### config.mk
export PLATFORM = sky130hd
export DESIGN_NAME = seg_reader
export DESIGN_NICKNAME = d
export VERILOG_FILES = /design/src/rtl/seg_pkg.sv /design/src/rtl/seg_digit_decode.sv /design/src/rtl/seg_reader.sv
export SDC_FILE = /design/constraint.sdc
export NUM_CORES = 1
export LEC_CHECK = 0
export ABC_CLOCK_PERIOD_IN_PS = 2800
export BUFFER_PORTS_ARGS = -buffer_cell sky130_fd_sc_hd__buf_4
export CAP_MARGIN = 0
export CORE_ASPECT_RATIO = 1.5
export CORE_MARGIN = 2
export CORE_UTILIZATION = 51
export DETAILED_ROUTE_END_ITERATION = 7
export PLACE_DENSITY = 0.71
export SKIP_CTS_REPAIR_TIMING = 1
export SLEW_MARGIN = 20
export SYNTH_ARGS = -nofsm -noshare
export SYNTH_HDL_FRONTEND = slang
export SYNTH_SLANG_ARGS = --single-unit
### constraint.sdc
create_clock -name clk -period 2.8 [get_ports clk]
set_clock_uncertainty 0.05 [all_clocks]
set_input_delay 0.56 -clock clk [delete_from_list [all_inputs] [get_ports clk]]
set_output_delay 0.56 -clock clk [all_outputs]
set_load 0.03 [all_outputs]
### src/rtl/seg_pkg.sv
// Shared 9-segment definitions: code table, blank pattern and per-digit decode result.
package seg_pkg;

    localparam int unsigned SEG_W = 9;

    localparam logic [SEG_W-1:0] SEG_BLANK = 9'b000000001;

    // Also consumed by the display driver so encoder and decoder stay in lockstep.
    localparam logic [SEG_W-1:0] SEG_HEX [16] = '{
        9'b111111000, 9'b011000000, 9'b110110100, 9'b111100100,
        9'b011001100, 9'b101101100, 9'b101111100, 9'b111000000,
        9'b111111100, 9'b111101100, 9'b111011100, 9'b001111100,
        9'b100111000, 9'b011110100, 9'b100111100, 9'b100011100
    };

    typedef struct packed {
        logic [3:0] nibble;
        logic       blank;
        logic       err;
    } seg_dec_t;

    typedef enum logic {
        ST_TRACK,
        ST_LOCKED
    } trk_state_t;

endpackage

### src/rtl/seg_digit_decode.sv
// Combinational decode of one 9-segment pattern back to a nibble with blank/illegal flags.
module seg_digit_decode
    import seg_pkg::*;
(
    input  logic [SEG_W-1:0] pattern,
    output seg_dec_t         dec
);

    always_comb begin
        dec = '{nibble: '0, blank: 1'b0, err: 1'b1};
        if (pattern == SEG_BLANK) begin
            dec.blank = 1'b1;
            dec.err   = 1'b0;
        end
        for (int unsigned i = 0; i < 16; i++) begin
            if (pattern == SEG_HEX[i]) begin
                dec.nibble = i[3:0];
                dec.err    = 1'b0;
            end
        end
    end

endmodule

### src/rtl/seg_reader.sv
// Recovers the 8-bit value shown on two 9-segment buses after a stability filter,
// presenting each new stable reading on a valid/ready interface with overrun flag.
module seg_reader
    import seg_pkg::*;
#(
    parameter int STABLE_CYCLES = 4,
    parameter int CNT_W         = $clog2(STABLE_CYCLES + 1)
) (
    input  logic             clk,
    input  logic             rst_n,
    input  logic [SEG_W-1:0] seg1,
    input  logic [SEG_W-1:0] seg2,
    input  logic             out_ready,
    input  logic             clr_overrun,
    output logic             out_valid,
    output logic [7:0]       value,
    output logic [1:0]       out_blank,
    output logic             out_err,
    output logic             overrun
);

    localparam logic [CNT_W-1:0] CNT_MAX = CNT_W'(STABLE_CYCLES);

    logic [2*SEG_W-1:0] samp;
    logic [2*SEG_W-1:0] last_rep;
    logic               last_ok;
    logic [CNT_W-1:0]   cnt;
    trk_state_t         state;
    trk_state_t         state_nxt;
    logic               evt;
    logic               load;
    logic               drop;
    seg_dec_t           dec1;
    seg_dec_t           dec2;

    seg_digit_decode u_dec1 (.pattern(samp[2*SEG_W-1:SEG_W]), .dec(dec1));
    seg_digit_decode u_dec2 (.pattern(samp[SEG_W-1:0]),       .dec(dec2));

    always_ff @(posedge clk or negedge rst_n) begin
        if (!rst_n) begin
            samp <= '0;
            cnt  <= '0;
        end else begin
            samp <= {seg1, seg2};
            if ({seg1, seg2} == samp) begin
                if (cnt != CNT_MAX)
                    cnt <= cnt + 1'b1;
            end else begin
                cnt <= CNT_W'(1);
            end
        end
    end

    always_ff @(posedge clk or negedge rst_n) begin
        if (!rst_n)
            state <= ST_TRACK;
        else
            state <= state_nxt;
    end

    // State lags the counter by one edge, so TRACK with a saturated count marks the
    // single cycle in which the counter has just reached STABLE_CYCLES.
    always_comb begin
        state_nxt = state;
        case (state)
            ST_TRACK:  if (cnt == CNT_MAX) state_nxt = ST_LOCKED;
            ST_LOCKED: if (cnt != CNT_MAX) state_nxt = ST_TRACK;
            default:   state_nxt = ST_TRACK;
        endcase
    end

    always_comb begin
        evt  = (state == ST_TRACK) && (cnt == CNT_MAX) && (!last_ok || (samp != last_rep));
        load = evt && (!out_valid || out_ready);
        drop = evt && out_valid && !out_ready;
    end

    always_ff @(posedge clk or negedge rst_n) begin
        if (!rst_n) begin
            out_valid <= 1'b0;
            value     <= '0;
            out_blank <= '0;
            out_err   <= 1'b0;
            overrun   <= 1'b0;
            last_rep  <= '0;
            last_ok   <= 1'b0;
        end else begin
            if (load) begin
                out_valid <= 1'b1;
                value     <= {dec1.nibble, dec2.nibble};
                out_blank <= {dec1.blank, dec2.blank};
                out_err   <= dec1.err | dec2.err;
            end else if (out_valid && out_ready) begin
                out_valid <= 1'b0;
            end

            if (drop)
                overrun <= 1'b1;
            else if (clr_overrun)
                overrun <= 1'b0;

            // A dropped reading still counts as reported.
            if (evt) begin
                last_rep <= samp;
                last_ok  <= 1'b1;
            end
        end
    end

endmodule

==> results of run 1 <==
[flip-flops by register name (all words and copies together), names as in the netlist, 2 cells and up]
register,flops
last_rep,18
samp,18
value,8
cnt,3
out_blank,2
[worst register-to-register path: cells and delay by family (launching register included)]
family          cells  cell delay [ps]
mux                 1              350
simple gates        2              440
fa+ha+maj           1              150
compound gates      1              430
buf+inv             2              340
flops               1              420
[placed cells by master, fill, tap and decap left out, types with 5 or more instances in the layout]
| cell type | count |
|---|---|
| xnor2_1 | 30 |
| nand3_1 | 7 |
| nand2b_1 | 7 |
| o21ai_0 | 8 |
| nand2_1 | 18 |
| mux2_2 | 18 |
| o22ai_1 | 5 |
| nand4_1 | 13 |
| dfrtp_1 | 54 |
| nor3_1 | 7 |
| mux2_4 | 7 |
| nor2_1 | 9 |
| xor2_1 | 9 |
| clkbuf_8 | 5 |
| buf_4 | 42 |
| a21oi_1 | 8 |
| inv_1 | 8 |
[where the power goes]
| part | internal (W) | switching [W] |
|---|---|---|
| Combinational | 0.0000720 | 0.0000742 |
| Sequential | 0.000792 | 0.0000407 |
| Clock | 0.000169 | 0.000247 |
[cells by family (layout without fill, tap and decap cells)]
kind of cell / count (synthesis) / in the layout / synth area share (%)
DFF: 54 / 54 / 43.7
muxes: 29 / 29 / 11.3
buffers and inverters: 33 / 57 / 5.99
and+or+nand+nor: 92 / 92 / 18.7
xor gates and xnor gates: 40 / 40 / 11.6
AOI/OAI and AO/OA: 36 / 36 / 7.86
adders and majority gates: 2 / 2 / 0.810
[path summary, 6_finish.rpt]
path	start	to	slack [ps]	depth (start not counted)
min	rst_n	cnt[1]$_DFFE_PN0P_	230	1
min reg2reg	last_ok$_DFFE_PN0P_	last_ok$_DFFE_PN0P_	440	1
max in group asynchronous	rst_n	samp[17]$_DFF_PN0_	2010	1
max reg2reg	cnt[0]$_DFFE_PN0P_	last_rep[8]$_DFFE_PN0P_	510	7
max	cnt[0]$_DFFE_PN0P_	last_rep[8]$_DFFE_PN0P_	510	7
min in group clk	seg1[6]	samp[15]$_DFF_PN0_	310	1
[stage by stage]
step | cell area, um^2 | power, W | util [%] | std cells
floorplan | 3090 | 0.000933 | - | 286
global placement | 3340 | 0.000993 | 57.3 | 375
detailed placement | 3340 | 0.000994 | 57.3 | 375
CTS | 3420 | 0.00141 | 58.7 | 382
global route | 3420 | 0.00145 | 58.7 | 382
finish | 3420 | 0.00139 | 58.7 | 382
[routing by layer]
layer,vias up,GRT usage [%]
li1,1063,-
met1,1073,26.8
met5,-,0
met2,51,37.1
met3,14,2.83
met4,0,8.16
[layout make-up]
cell class                      count  area (um^2)  share of cell area, %
Tap cell                           72         90.1                   2.64
Clock buffer                        5         68.8                   2.01
Clock inverter                      2         10.0                  0.293
Multi-Input combinational cell    199         1550                   45.4
Sequential cell                    54         1350                   39.5
Timing Repair Buffer               42          315                   9.22
Inverter                            8         30.0                  0.878
==> results_dict.tcl, run 1 <==
set metrics [dict create \
    crit_chain "inv_1, ha_1, nand2_1, or2_1, a21oi_4, buf_4, mux2_2" \
    dieArea_mm2 0.00671 \
    finalWirelength_mm 6.44 \
    fp-row-count 34 \
    path_clk_slew_ps 90 \
    hold_path_class "in2async" \
    pre_cts_slack_ps 520 \
    leakage_nw 1.52 \
    cts_sinks 54 \
    grt_max_degree 55 \
    synth_seq_cells 54 \
    io_pins 35 \
    initial_core_util_pct 53.0 \
    dr.first_iter.drc_count 189 \
    critPathMaxStageDelay_ps 420 \
    async_reset_ff_share_pct 100 \
    slew_headroom_pct 54.6 \
    drtPass1Iterations 4 \
    ant_nets 0 \
    clock-root-buffer "clkbuf_8" \
    synth_fp_nets 310 \
    p_per_area_mw_per_mm2 408 \
    fin_ws_ps 511 \
    setup_viol 0 \
    final.period_utilization_pct 81.7 \
    cts_buffers 5 \
    yosysUniqueCellTypes 56 \
    grt_pass1_wl_mm 11.0 \
    cap_violations 0 \
    hpwl_mm 4.69 \
    port_buffers 34 \
    synth_top_area_cell "dfrtp_1" \
    synth_area_per_cell_um2 10.8 \
    syn_area_mm2 0.00309 \
    clockBufferDepth 2 \
    wl_met1_mm 2.62 \
    crit_type "reg2reg" \
    critical_path_arrival_ps 2440 \
    gp_congestion 0.937 \
    cts_tree "done" \
    fin_tns_setup_ps 0 \
    holdWs_ps 227 \
    htreeDepth 2 \
    netlist.area_leader.share_pct 43.7 \
    ys_warn_count 0 \
    num_vias 2201 \
    die_w_um 67.5 \
    synth_ff_type "dfrtp_1" \
    cp.required_ps 2950 \
    synth-seq-area-share_pct 43.7 \
    worstSetupStartpointType "register" \
    core-area_mm2 0.00583 \
    drc_errors 0 \
    fin_crit_ps 2290 \
    synth-edff-count 0 \
    clk_latency_ps 310 \
    grt_pass1_vias 2217 \
    peakVddDrop_v 0.000325 \
    die_h_um 99.3 \
    antenna_found_initial 0 \
    hold_viol_final 0 \
    crit_buf_inv 2 \
    synthCells 286 \
    dr_wl_met3_um 175 \
    overflow 0 \
    synthToLayoutAreaGrowth_pct 10.7 \
    status "finished, final reports clean" \
    synth.area.top_cells "dfrtp_1 (44%), xnor2_1 (8.5%), mux2_2 (6.6%), mux2_4 (3.4%), nand4_1 (2.6%)" \
    avgRoutedWirePerCell_um 16.9 \
    clock.fmax_mhz 437 \
    synthTopCellsByCount "dfrtp_1 (54), xnor2_1 (30), mux2_2 (18), nand2_1 (18), nand4_1 (13)" \
    diodes 0 \
    critPathSlowestCell "dfrtp_1" \
    rsz0062_at_grt "false" \
    nets 334 \
    filler_cell_count 497 \
    crit_family "simple AND/OR/NAND/NOR gates" \
    routed.top_layer "met4" \
    yosysMostFrequentCell "dfrtp_1" \
    wl_met2_mm 3.50 \
    report.final.slew_viol_count 0 \
    via_per_inst 5.76 \
    worstMarginPinSlew_ps 681 \
    cp_max_fo 10 \
    worstSetupEndpointType "register" \
    drive_above_1_share_pct 26.8 \
    gr-usage-all-layers_pct 21.6 \
]
No activity file was read; power rests on OpenSTA's default activity.
==> inputs of run 2 (changes only) <==
Settings changed: ABC_CLOCK_PERIOD_IN_PS 2800 to 2100, PLACE_DENSITY 0.71 to 0.74.
Clock period 2.8 ns to 2.1 ns, I/O delays scaled along.
==> results_dict.tcl, run 2 (synthesis results as in run 1) <==
set metrics [dict create \
    path_clk_slew_ps 110 \
    clock.fmax_mhz 497 \
    cp.required_ps 2250 \
    avgRoutedWirePerCell_um 17.1 \
    fin_tns_setup_ps 0 \
    cp_max_fo 8 \
    clk_latency_ps 320 \
    worstMarginPinSlew_ps 673 \
    fin_ws_ps 88.0 \
    cts_sinks 54 \
    cap_violations 0 \
    critPathMaxStageDelay_ps 500 \
    clockBufferDepth 2 \
    drive_above_1_share_pct 35.3 \
    critPathSlowestCell "dfrtp_1" \
    holdWs_ps 76.3 \
    worstSetupStartpointType "register" \
    final.period_utilization_pct 95.8 \
    final_cell_mix "buf_4 (65), dfrtp_1 (49), xnor2_1 (28)" \
    layout_commonest_cell "buf_4" \
    worstSetupEndpointType "register" \
    gp_congestion 0.922 \
    dieArea_mm2 0.00671 \
    dp_cells 389 \
    finalWirelength_mm 6.93 \
    htreeDepth 2 \
    gr-usage-all-layers_pct 23.1 \
    stdcell_count 406 \
    total_power_w 0.00193 \
    setup_viol 0 \
    peakVddDrop_v 0.000361 \
    pre_cts_slack_ps 9.85 \
    critical_path_arrival_ps 2160 \
    reg.largest.list "last_rep: 18 flops, samp: 18 flops, value: 8 flops" \
    initial_core_util_pct 53.0 \
    report.final.slew_viol_count 0 \
    drc_errors 0 \
    nets 357 \
    die_h_um 99.3 \
    drtPass1Iterations 4 \
    cts_buffers 5 \
    grt_max_degree 55 \
    fin_crit_ps 2010 \
    overflow 0 \
    via_per_inst 5.76 \
    crit_buf_inv 0 \
    crit_chain "or3_1, nor4b_2, a21oi_1, o31ai_1, o22ai_1, mux2_2" \
    clock-root-buffer "clkbuf_8" \
    leakage_nw 1.64 \
    die_w_um 67.5 \
    crit_type "reg2reg" \
    dr.first_iter.drc_count 147 \
    diodes 0 \
    io_pins 35 \
    cts_tree "done" \
    slew_headroom_pct 55.2 \
    hold_viol_final 0 \
    core-area_mm2 0.00583 \
    grt_pass1_vias 2299 \
    hold_path_class "in2async" \
    fp-row-count 34 \
    p_per_area_mw_per_mm2 529 \
    port_buffers 34 \
    crit_family "simple AND/OR/NAND/NOR gates" \
    status "finished, final reports clean" \
    hpwl_mm 5.02 \
    num_vias 2339 \
    ant_nets 0 \
    grt_pass1_wl_mm 11.6 \
    antenna_found_initial 0 \
    synthToLayoutAreaGrowth_pct 18.3 \
]
-- run 2: cell types whose count changed in the layout (fill, tap and decap cells not counted), sizes merged --
cell	delta
clkinv	-2
buf	+23
clkinvlp	+2
inv	+1
-- run 2: per-stage QoR --
stage          utilization (%)  cell area (um^2)
3_5_place_dp              59.1              3440
4_1_cts                   60.7              3540
3_3_place_gp              59.1              3440
2_1_floorplan                -              3090
5_1_grt                   62.7              3650
6_report                  62.7              3650
-- run 2: path summary, 6_finish.rpt --
kind / from / endpoint / slack, ps / depth (start not counted)
worst max-delay path: samp[10]$_DFF_PN0_ / out_err$_DFFE_PN0P_ / 90 / 6
worst min-delay path: rst_n / last_rep[14]$_DFFE_PN0P_ / 80 / 1
worst max register to register: samp[10]$_DFF_PN0_ / out_err$_DFFE_PN0P_ / 90 / 6
worst min register to register: value[2]$_DFFE_PN0P_ / value[2]$_DFFE_PN0P_ / 450 / 1
max in group asynchronous: rst_n / samp[15]$_DFF_PN0_ / 1430 / 1
min in group clk: seg2[1] / samp[1]$_DFF_PN0_ / 170 / 1
-- run 2: layout make-up --
class                   count  area (um^2)
repair buffers             65          488
flip-flops and latches     54         1360
fillers                   477         2170
clock inverters             3         23.8
well taps                  72         90.1
clock buffers               5         68.8
multi-input cells         199         1600
inverters                   8         30.0
-- run 2: routing by layer --
layer / GRT usage, % / share of wire [%] / vias to the layer above
met5: 0 / 0 / -
met4: 12.2 / 3.8 / 0
met3: 3.28 / 3.4 / 18
met2: 37.3 / 52 / 64
met1: 29.5 / 41 / 1152
li1: - / - / 1105
-- run 2: where the power goes --
| group | total [W] | internal, W | switching [W] |
|---|---|---|---|
| Clock | 0.000595 | 0.000239 | 0.000356 |
| Combinational | 0.000246 | 0.000118 | 0.000128 |
| Sequential | 0.00109 | 0.00106 | 0.0000350 |
| Total | 0.00193 | 0.00141 | 0.000519 |
